## src/rtl/alu_muldiv.sv

```systemverilog
// Iterative RV32M multiply/divide unit: radix-2 shift-add multiply, restoring divide, one bit per cycle.
// Define ALU_MULDIV_FAST_MUL_EN to resolve multiplies in one cycle with a combinational product.
module alu_muldiv #(
  parameter int WIDTH = 32
) (
  input  logic             clk,
  input  logic             rst,
  input  logic             start,
  input  logic             flush,
  input  logic [2:0]       op,
  input  logic [WIDTH-1:0] operand1,
  input  logic [WIDTH-1:0] operand2,
  output logic             busy,
  output logic             done,
  output logic [WIDTH-1:0] result
);

  localparam int CW = $clog2(WIDTH);
  localparam logic [1:0] S_IDLE = 2'd0;
  localparam logic [1:0] S_CALC = 2'd1;
  localparam logic [1:0] S_DONE = 2'd2;
  localparam logic [CW-1:0]    CNT_LAST = CW'(WIDTH - 1);
  localparam logic [WIDTH-1:0] MIN_NEG  = {1'b1, {(WIDTH-1){1'b0}}};

  logic [1:0]         state_q, state_d;
  logic [2:0]         op_q, op_d;
  logic [CW-1:0]      cnt_q, cnt_d;
  logic [2*WIDTH-1:0] acc_q, acc_d;
  logic [WIDTH-1:0]   mag_q, mag_d;
  logic               neg_q, neg_d;
  logic               rneg_q, rneg_d;
  logic [WIDTH-1:0]   result_q, result_d;

  logic               signed1, signed2, s1, s2, div0, ovf;
  logic [WIDTH-1:0]   mag1, mag2;

  assign signed1 = (op == 3'd1) || (op == 3'd2) || (op == 3'd4) || (op == 3'd6);
  assign signed2 = (op == 3'd1) || (op == 3'd4) || (op == 3'd6);
  assign s1      = signed1 & operand1[WIDTH-1];
  assign s2      = signed2 & operand2[WIDTH-1];
  assign mag1    = s1 ? (-operand1) : operand1;
  assign mag2    = s2 ? (-operand2) : operand2;
  assign div0    = op[2] && (operand2 == '0);
  assign ovf     = op[2] && !op[0] && (operand1 == MIN_NEG) && (operand2 == '1);

`ifdef ALU_MULDIV_FAST_MUL_EN
  // Sign-extending to 2*WIDTH makes a plain modular product correct for every signedness mix.
  logic [2*WIDTH-1:0] fast_prod;
  assign fast_prod = {{WIDTH{s1}}, operand1} * {{WIDTH{s2}}, operand2};
`endif

  // Multiply: acc = {partial product, remaining multiplier bits}; divide: acc = {remainder, quotient}.
  logic [WIDTH:0]     mul_sum, div_r;
  logic               div_ge;
  logic [2*WIDTH-1:0] mul_next, div_next, prod;
  logic [WIDTH-1:0]   quot, rem, calc_res;

  assign mul_sum  = {1'b0, acc_q[2*WIDTH-1:WIDTH]} + {1'b0, mag_q};
  assign mul_next = acc_q[0] ? {mul_sum, acc_q[WIDTH-1:1]}
                             : {1'b0, acc_q[2*WIDTH-1:WIDTH], acc_q[WIDTH-1:1]};
  assign div_r    = {acc_q[2*WIDTH-1:WIDTH], acc_q[WIDTH-1]};
  assign div_ge   = div_r >= {1'b0, mag_q};
  assign div_next = {div_ge ? (div_r[WIDTH-1:0] - mag_q) : div_r[WIDTH-1:0],
                     acc_q[WIDTH-2:0], div_ge};
  assign prod     = neg_q ? (-mul_next) : mul_next;
  assign quot     = neg_q ? (-div_next[WIDTH-1:0]) : div_next[WIDTH-1:0];
  assign rem      = rneg_q ? (-div_next[2*WIDTH-1:WIDTH]) : div_next[2*WIDTH-1:WIDTH];
  assign calc_res = op_q[2] ? (op_q[1] ? rem : quot)
                            : ((op_q[1:0] == 2'd0) ? prod[WIDTH-1:0] : prod[2*WIDTH-1:WIDTH]);

  always_comb begin
    state_d  = state_q;
    op_d     = op_q;
    cnt_d    = cnt_q;
    acc_d    = acc_q;
    mag_d    = mag_q;
    neg_d    = neg_q;
    rneg_d   = rneg_q;
    result_d = result_q;
    if (flush) begin
      state_d = S_IDLE;
    end else begin
      case (state_q)
        S_CALC: begin
          acc_d = op_q[2] ? div_next : mul_next;
          cnt_d = cnt_q + CW'(1);
          if (cnt_q == CNT_LAST) begin
            result_d = calc_res;
            state_d  = S_DONE;
          end
        end
        default: begin
          state_d = S_IDLE;
          if (start) begin
            op_d    = op;
            cnt_d   = '0;
            neg_d   = s1 ^ s2;
            rneg_d  = s1;
            mag_d   = op[2] ? mag2 : mag1;
            acc_d   = {{WIDTH{1'b0}}, op[2] ? mag1 : mag2};
            state_d = S_CALC;
            if (div0) begin
              result_d = op[1] ? operand1 : '1;
              state_d  = S_DONE;
            end else if (ovf) begin
              result_d = op[1] ? '0 : operand1;
              state_d  = S_DONE;
            end
`ifdef ALU_MULDIV_FAST_MUL_EN
            else if (!op[2]) begin
              result_d = (op[1:0] == 2'd0) ? fast_prod[WIDTH-1:0] : fast_prod[2*WIDTH-1:WIDTH];
              state_d  = S_DONE;
            end
`endif
          end
        end
      endcase
    end
  end

  always_ff @(posedge clk) begin
    if (rst) begin
      state_q  <= S_IDLE;
      op_q     <= '0;
      cnt_q    <= '0;
      acc_q    <= '0;
      mag_q    <= '0;
      neg_q    <= 1'b0;
      rneg_q   <= 1'b0;
      result_q <= '0;
    end else begin
      state_q  <= state_d;
      op_q     <= op_d;
      cnt_q    <= cnt_d;
      acc_q    <= acc_d;
      mag_q    <= mag_d;
      neg_q    <= neg_d;
      rneg_q   <= rneg_d;
      result_q <= result_d;
    end
  end

  assign busy   = (state_q == S_CALC);
  assign done   = (state_q == S_DONE);
  assign result = result_q;

endmodule

```

## config.mk

```make
export PLATFORM = sky130hd
export DESIGN_NAME = alu_muldiv
export DESIGN_NICKNAME = d
export VERILOG_FILES = /design/src/rtl/alu_muldiv.sv
export SDC_FILE = /design/constraint.sdc
export NUM_CORES = 1
export LEC_CHECK = 0
export BUFFER_PORTS_ARGS = -buffer_cell sky130_fd_sc_hd__buf_2
export CAP_MARGIN = 20
export CORE_MARGIN = 5
export CORE_UTILIZATION = 50
export DETAILED_ROUTE_END_ITERATION = 6
export HOLD_SLACK_MARGIN = 0.1
export PLACE_DENSITY_LB_ADDON = 0.12
export SLEW_MARGIN = 20
export SYNTH_ARGS = -nofsm -noshare
export SYNTH_HDL_FRONTEND = slang
export SYNTH_SLANG_ARGS = --single-unit
```

## constraint.sdc

```tcl
create_clock -name clk -period 7.4 [get_ports clk]
set_input_delay 0.74 -clock clk [delete_from_list [all_inputs] [get_ports clk]]
set_output_delay 0.74 -clock clk [all_outputs]
set_load 0.01 [all_outputs]
```

==> metrics, run 1 <==
status completed; post-synth top area cell dfxtp_1; Power Dens Cells approximately 160 nW/um2; Post-CTS Setup Bufs 0; Synth area leaders dfxtp_1 16%, nand2_1 6.4%, nor2_1 6.0%; WP data required 7.76 ns; CTS buffer count 17; P_leak approximately 7.0 nW; smallest setup slack after layout about 1.6 ns; CTS Root Cell clkbuf_16; CTS HTree Levels 4; Sum Neg Setup Slack 0 ns; final period utilization 0.788; critical path's largest stage delay between 0.6 and 0.7 ns; diodes inserted 0; final hold violation count 0; WP data arrival slightly above 6 ns; total gr overflow 0; Syn Nets about 2,700; Avg WL per Cell approximately 24 um; crit path time final 5.83 ns; #FFs+latches synth 140; post-layout util 0.540; Main synth FF type dfxtp_1; Area growth syn-to-layout 6.73%; Detail Placement HPWL between 50 and 60 mm; Synth top area share 0.160; pre-CTS setup slack 1.71 ns; Design Area, Final approximately 19,000 um2; DRC violations left 0; largest net degree at the start of global routing 85; Slew HR 0.263; std cell rows 68; ys async rst share 0; crit-path cells ha_1 > nand4_1 > o21ai_1 > o31ai_1 > a311o_1 > nand2_2 > o21ai_0 > ha_1 > nand2_1 > a2111o_1 > nor4_1 > nand3b_1 > o32a_1 > or3_1 > o41ai_1 > xor2_1 > a21oi_1 > nor4_1; via count between 15,000 and 20,000; Netlist cell types 87; DRT antenna net count 0; DRT Pass-1 Iters 6; num ports between 100 and 150; Starting Density 0.506; total global-route track usage 0.362; multi-input logic area around 14,000 um2; CTS sink count 140; CTS tree yes; Worst-path clk slew around 0.070 ns; initial drt markers 2,390; RSZ-0062 raised after global routing no; Finish-stage setup viols 0; clk buf depth 2; initial antenna violation count 1; Final nets approximately 2,700; slowest stage cell, crit path o31ai_1; Fmax 171 MHz; first-pass GRT wire length 110 mm; final wirelength 72.9 mm; CTS Hold Bufs 0; core area 34,500 um2; fill cell count 3,526; EDFF count, synth 0; maxcap violations 0; Syn Area/Cell around 6.8 um2; vias in the first global route 18,095; die width 197 um; Placed Area 18,100 um2; Max IR drop VDD ~0.17 mV; Die H around 200 um; Clock Skews around 0.010 ns; layout cells sized above 1 0.0881; Synth Cell Area roughly 17,000 um2; die area 38,800 um2; PortBufs 104; Yosys warning total 0; Via density around 6.7; # resized after CTS 0; Total Power between 2 and 3 mW; Buf/Inv on CP 0; Reg area roughly 2800 um2; worst-margin pin slew 1.10 ns; crit path max fanout 11; final RePlAce weighted congestion between 1 and 1.5; max-slew violations 0; Clk Latency, worst-skew pair about 0.45 ns; post-synthesis sequential area ratio 0.160; Hold Path Class reg2reg; Worst setup EP type flop; critical path class reg2reg; CP top delay family compound AO/OA/AOI/OAI gates; Mapped Cells 2,555; Setup crit start kind flop
## metal layers
layer	vias up	GRT usage	share of wire
li1	9345	-	-
met1	9262	0.497	0.43
met2	1099	0.557	0.43
met3	172	0.0668	0.092
met4	2	0.157	0.048
met5	-	0	0.00027
## sequential cells by signal (all words and copies together), names as in the netlist
register / count
cnt_q: 5
mag_q: 32
acc_q: 64
neg_q: 1
op_q: 3
state_q: 2
rneg_q: 1
result: 32
## logic make-up (layout without fill, tap and decap cells)
group	after synthesis	after routing	share of synthesized area
buf+inv	275	240	0.0601
mux	114	114	0.0672
simple gates	950	950	0.255
xor+xnor	177	177	0.0887
compound gates	798	798	0.300
fa+ha+maj	101	101	0.0693
flops	140	140	0.160
## where the power goes
| part | internal (mW) | switching [mW] | leakage [nW] | total, mW |
|---|---|---|---|---|
| clock network | 0.478 | 0.417 | 0.282 | 0.895 |
| logic | 0.416 | 0.843 | 5.58 | 1.26 |
| registers | 0.785 | 0.0592 | 1.14 | 0.844 |
## cell usage in the layout (no fill, tap or decap), types with 41 or more instances in the layout
cell	n
nand2_1	299
xor2_1	92
a21oi_1	201
dfxtp_1	136
o21ai_0	178
nor3_1	109
ha_1	72
nor2_1	277
o211ai_1	59
mux2i_1	105
xnor2_1	85
buf_2	103
nand4_1	41
a211oi_1	75
inv_1	64
## path summary, 6_finish.rpt
kind	from	to	slack [ns]	cells after the start
worst max-delay path	acc_q[40]	result[28]	1.57	18
worst min-delay path	mag_q[22]	mag_q[22]	0.47	2
worst max register to register	acc_q[40]	result[28]	1.57	18
worst min register to register	mag_q[22]	mag_q[22]	0.47	2
## tightest hold or removal path, cell delays in order (launching register included)
cell and delay (ns):
dfxtp_1 0.32, nand2_1 0.06, a21oi_1 0.05
## Yosys cell counts, types with 16 or more instances
cell type	count
a211oi_1	75
a21oi_1	201
a22oi_1	25
a311oi_1	18
a31oi_1	38
and3_1	24
buf_1	21
clkbuf_1	177
dfxtp_1	140
ha_1	72
inv_1	64
maj3_1	27
mux2i_1	105
nand2_1	300
nand3_1	37
nand4_1	41
nor2_1	281
nor3_1	109
nor4_1	25
o211ai_1	59
o21a_1	16
o21ai_0	178
o31ai_1	27
or3_1	22
or4_1	19
xnor2_1	85
xor2_1	92
## cell type report
| class | instances | share of cell area |
|---|---|---|
| clock inverters | 14 | 0.00724 |
| well taps | 455 | 0.0305 |
| repair buffers | 139 | 0.0421 |
| multi-input cells | 2140 | 0.732 |
| flip-flops and latches | 140 | 0.151 |
| inverters | 69 | 0.0139 |
| clock buffers | 18 | 0.0235 |
## metrics by stage
| step | cells | hold WS (ns) |
|---|---|---|
| 4_1_cts | 2975 | 0.473 |
| 6_report | 2975 | 0.473 |
| 5_1_grt | 2975 | 0.490 |
| 3_3_place_gp | 2943 | 0.460 |
| 2_1_floorplan | 2555 | 0.445 |
| 3_5_place_dp | 2943 | 0.466 |
(Power assumes the default switching activity.)
==> run 2: changes to the inputs <==
Clock period 7.4 ns to 4.78 ns, I/O delays scaled along.
==> run 2 against run 1 <==
The flow now finishes with violations (setup timing). Clock skew grew 0.0071 ns. Largest cell class unchanged. Critical path depth is 2 higher. Sequential power is 55% higher. First-iteration DRC count grew 5.6%. Global-route usage increased by 2.0 points. Largest power group unchanged. Register-to-register slack got worse by 1.7 ns. Flip-flop and latch count stayed put. Die area unchanged. Worst hold slack worse by 0.13 ns. Count of clock-buffer cells in the layout is the same.
==> metrics, run 2 (synthesis gave the netlist of run 1 again) <==
Non-Filler Instances 3,173 (+6.7%); initial drt markers 2,524 (+5.6%); Reg with most FFs acc_q; Clk Latency, worst-skew pair 0.47 ns (+0.02 ns); die width 197 um (unchanged); Max IR drop VDD 0.278 mV (+64%); Via density 6.62 (-0.88%); violated checks setup timing; final period utilization 1.03 (+0.241); Worst setup EP type flop; DRT antenna net count 0 (unchanged); Starting Density 0.506 (unchanged); Final nets 2,849 (+7.4%); final RePlAce weighted congestion 1.03 (+0.38%); Fmax 203 MHz (+19%); WP data required 5.15 ns (-2.61 ns); Worst-path clk slew 0.07 ns (about the same); pre-CTS setup slack -0.137 ns (-1.84 ns); CTS sink count 140 (unchanged); first-pass GRT wire length 117 mm (+5.8%); worst-margin pin slew 1.03 ns (-0.0677 ns); initial antenna violation count 1 (unchanged); most frequent cells in the layout 296 x nand2_1, 277 x nor2_1, 232 x buf_4; Total Power 4.97 mW (+66%); vias in the first global route 19,405 (+7.2%); max-slew violations 0 (unchanged); status complete, but fails checks; final hold violation count 0 (unchanged); WP data arrival 5.29 ns (-0.90 ns); maxcap violations 0 (unchanged); die area 38,800 um2 (unchanged); CTS Hold Bufs 0 (unchanged); clk buf depth 2 (unchanged); Slew HR 0.310 (+0.0466); placed cell count 3,125 (+6.2%); CTS tree yes; fill cell count 3,268 (-7.3%); most common cell after layout, fill and taps aside nand2_1; Design Area, Final 20,400 um2 (+9.6%); Setup crit start kind flop; crit path max fanout 4 (-7); max reg flops 64 (unchanged); CTS HTree Levels 4 (unchanged); total gr overflow 0 (unchanged); layout cells sized above 1 0.170 (+0.0823); DRT Pass-1 Iters 6 (unchanged); Placed Area 19,500 um2 (+7.8%); PortBufs 104 (unchanged); num ports 105 (unchanged); std cell rows 68 (unchanged); P_leak 8.01 nW (+14%); Area growth syn-to-layout 17.0%; Hold Path Class in2reg; Clock Skews 0.0174 ns (+0.00706 ns); critical path class reg2reg; total global-route track usage 0.382 (+0.0196); final wirelength 77.2 mm (+5.9%); Min Hold Slack 0.341 ns (-0.132 ns); via count 21,016 (+5.7%); Power Dens Cells 243 nW/um2 (+51%); Die H 197 um (unchanged); core area 34,500 um2 (unchanged); RSZ-0062 raised after global routing yes; CTS Root Cell clkbuf_16; smallest setup slack after layout -0.140 ns (-1.71 ns); Finish-stage setup viols 4 (+4); DRC violations left 0 (unchanged); crit path time final 4.92 ns (-0.915 ns); Avg WL per Cell 24.3 um (-0.72%); CTS buffer count 17 (unchanged); largest net degree at the start of global routing 70 (-18%); Detail Placement HPWL 59.9 mm (+7.2%)
## run 2: cell types whose count changed in the layout (fill, tap and decap cells not counted), sizes merged
| cell | previous run | this run |
|---|---|---|
| clkinvlp | 1 | 3 |
| inv | 69 | 67 |
| diode | 0 | 1 |
| buf | 139 | 336 |
## run 2: worst max-delay path: stages (launching register included)
cell	delay, ns
dfxtp_1	0.36
inv_1	0.07
ha_1	0.32
nor2b_2	0.19
o2111a_2	0.28
o21ai_4	0.16
a311o_1	0.26
nand2_4	0.11
buf_4	0.17
o21ai_4	0.15
ha_4	0.17
nand2_2	0.05
a2111o_1	0.41
nor4_4	0.35
nand3b_1	0.17
o32a_4	0.38
or3_4	0.38
o41ai_4	0.26
xor2_1	0.21
a21oi_1	0.09
nor4_1	0.28
## run 2: through the flow
| stage | utilization | TNS, ns |
|---|---|---|
| finish | 0.592 | -0.262 |
| global route | 0.592 | -1.31 |
| floorplan | - | 0 |
| CTS | 0.583 | -0.0536 |
| global placement | 0.564 | 0 |
| detailed placement | 0.564 | -0.306 |
## run 2: path summary, 6_finish.rpt
check | startpoint | cells after the start | slack, ns | end
setup / recovery | mag_q[1] | 20 | -0.14 | result[28]
hold / removal | op[1] | 3 | 0.34 | op_q[1]
setup reg to reg | mag_q[1] | 20 | -0.14 | result[28]
hold reg to reg | mag_q[23] | 2 | 0.49 | mag_q[23]
## run 2: final cells by class
class                   count  area (um2)  area share
well taps                 455         569      0.0278
inverters                  69         259      0.0127
diodes                      1        2.50    0.000122
clock buffers              18         429      0.0210
clock inverters            14         121     0.00593
flip-flops and latches    140        2810       0.138
repair buffers            336        2270       0.111
multi-input cells        2140       14000       0.684
## run 2: report_power, final
part | switching [mW] | leakage (nW) | internal [mW]
combinational | 1.43 | 6.61 | 0.892
sequential | 0.0929 | 1.14 | 1.22
clock | 0.618 | 0.266 | 0.715
## run 2: layer usage
metal | up-vias | track usage | wire length, um
met5 | - | 0 | 0
met4 | 0 | 0.159 | 3590
met3 | 188 | 0.0797 | 8250
met2 | 1295 | 0.578 | 32900
met1 | 9820 | 0.528 | 32400
li1 | 9713 | - | -
## run 2: what timing repair did
| action | in CTS | in global routing |
|---|---|---|
| gates resized for setup | 8 | 48 |
| buffers inserted | 6 | 9 |
| endpoints found under the setup margin | 5 | 16 |
| endpoints found under the hold margin | 0 | 0 |
| pin swaps | 7 | 23 |
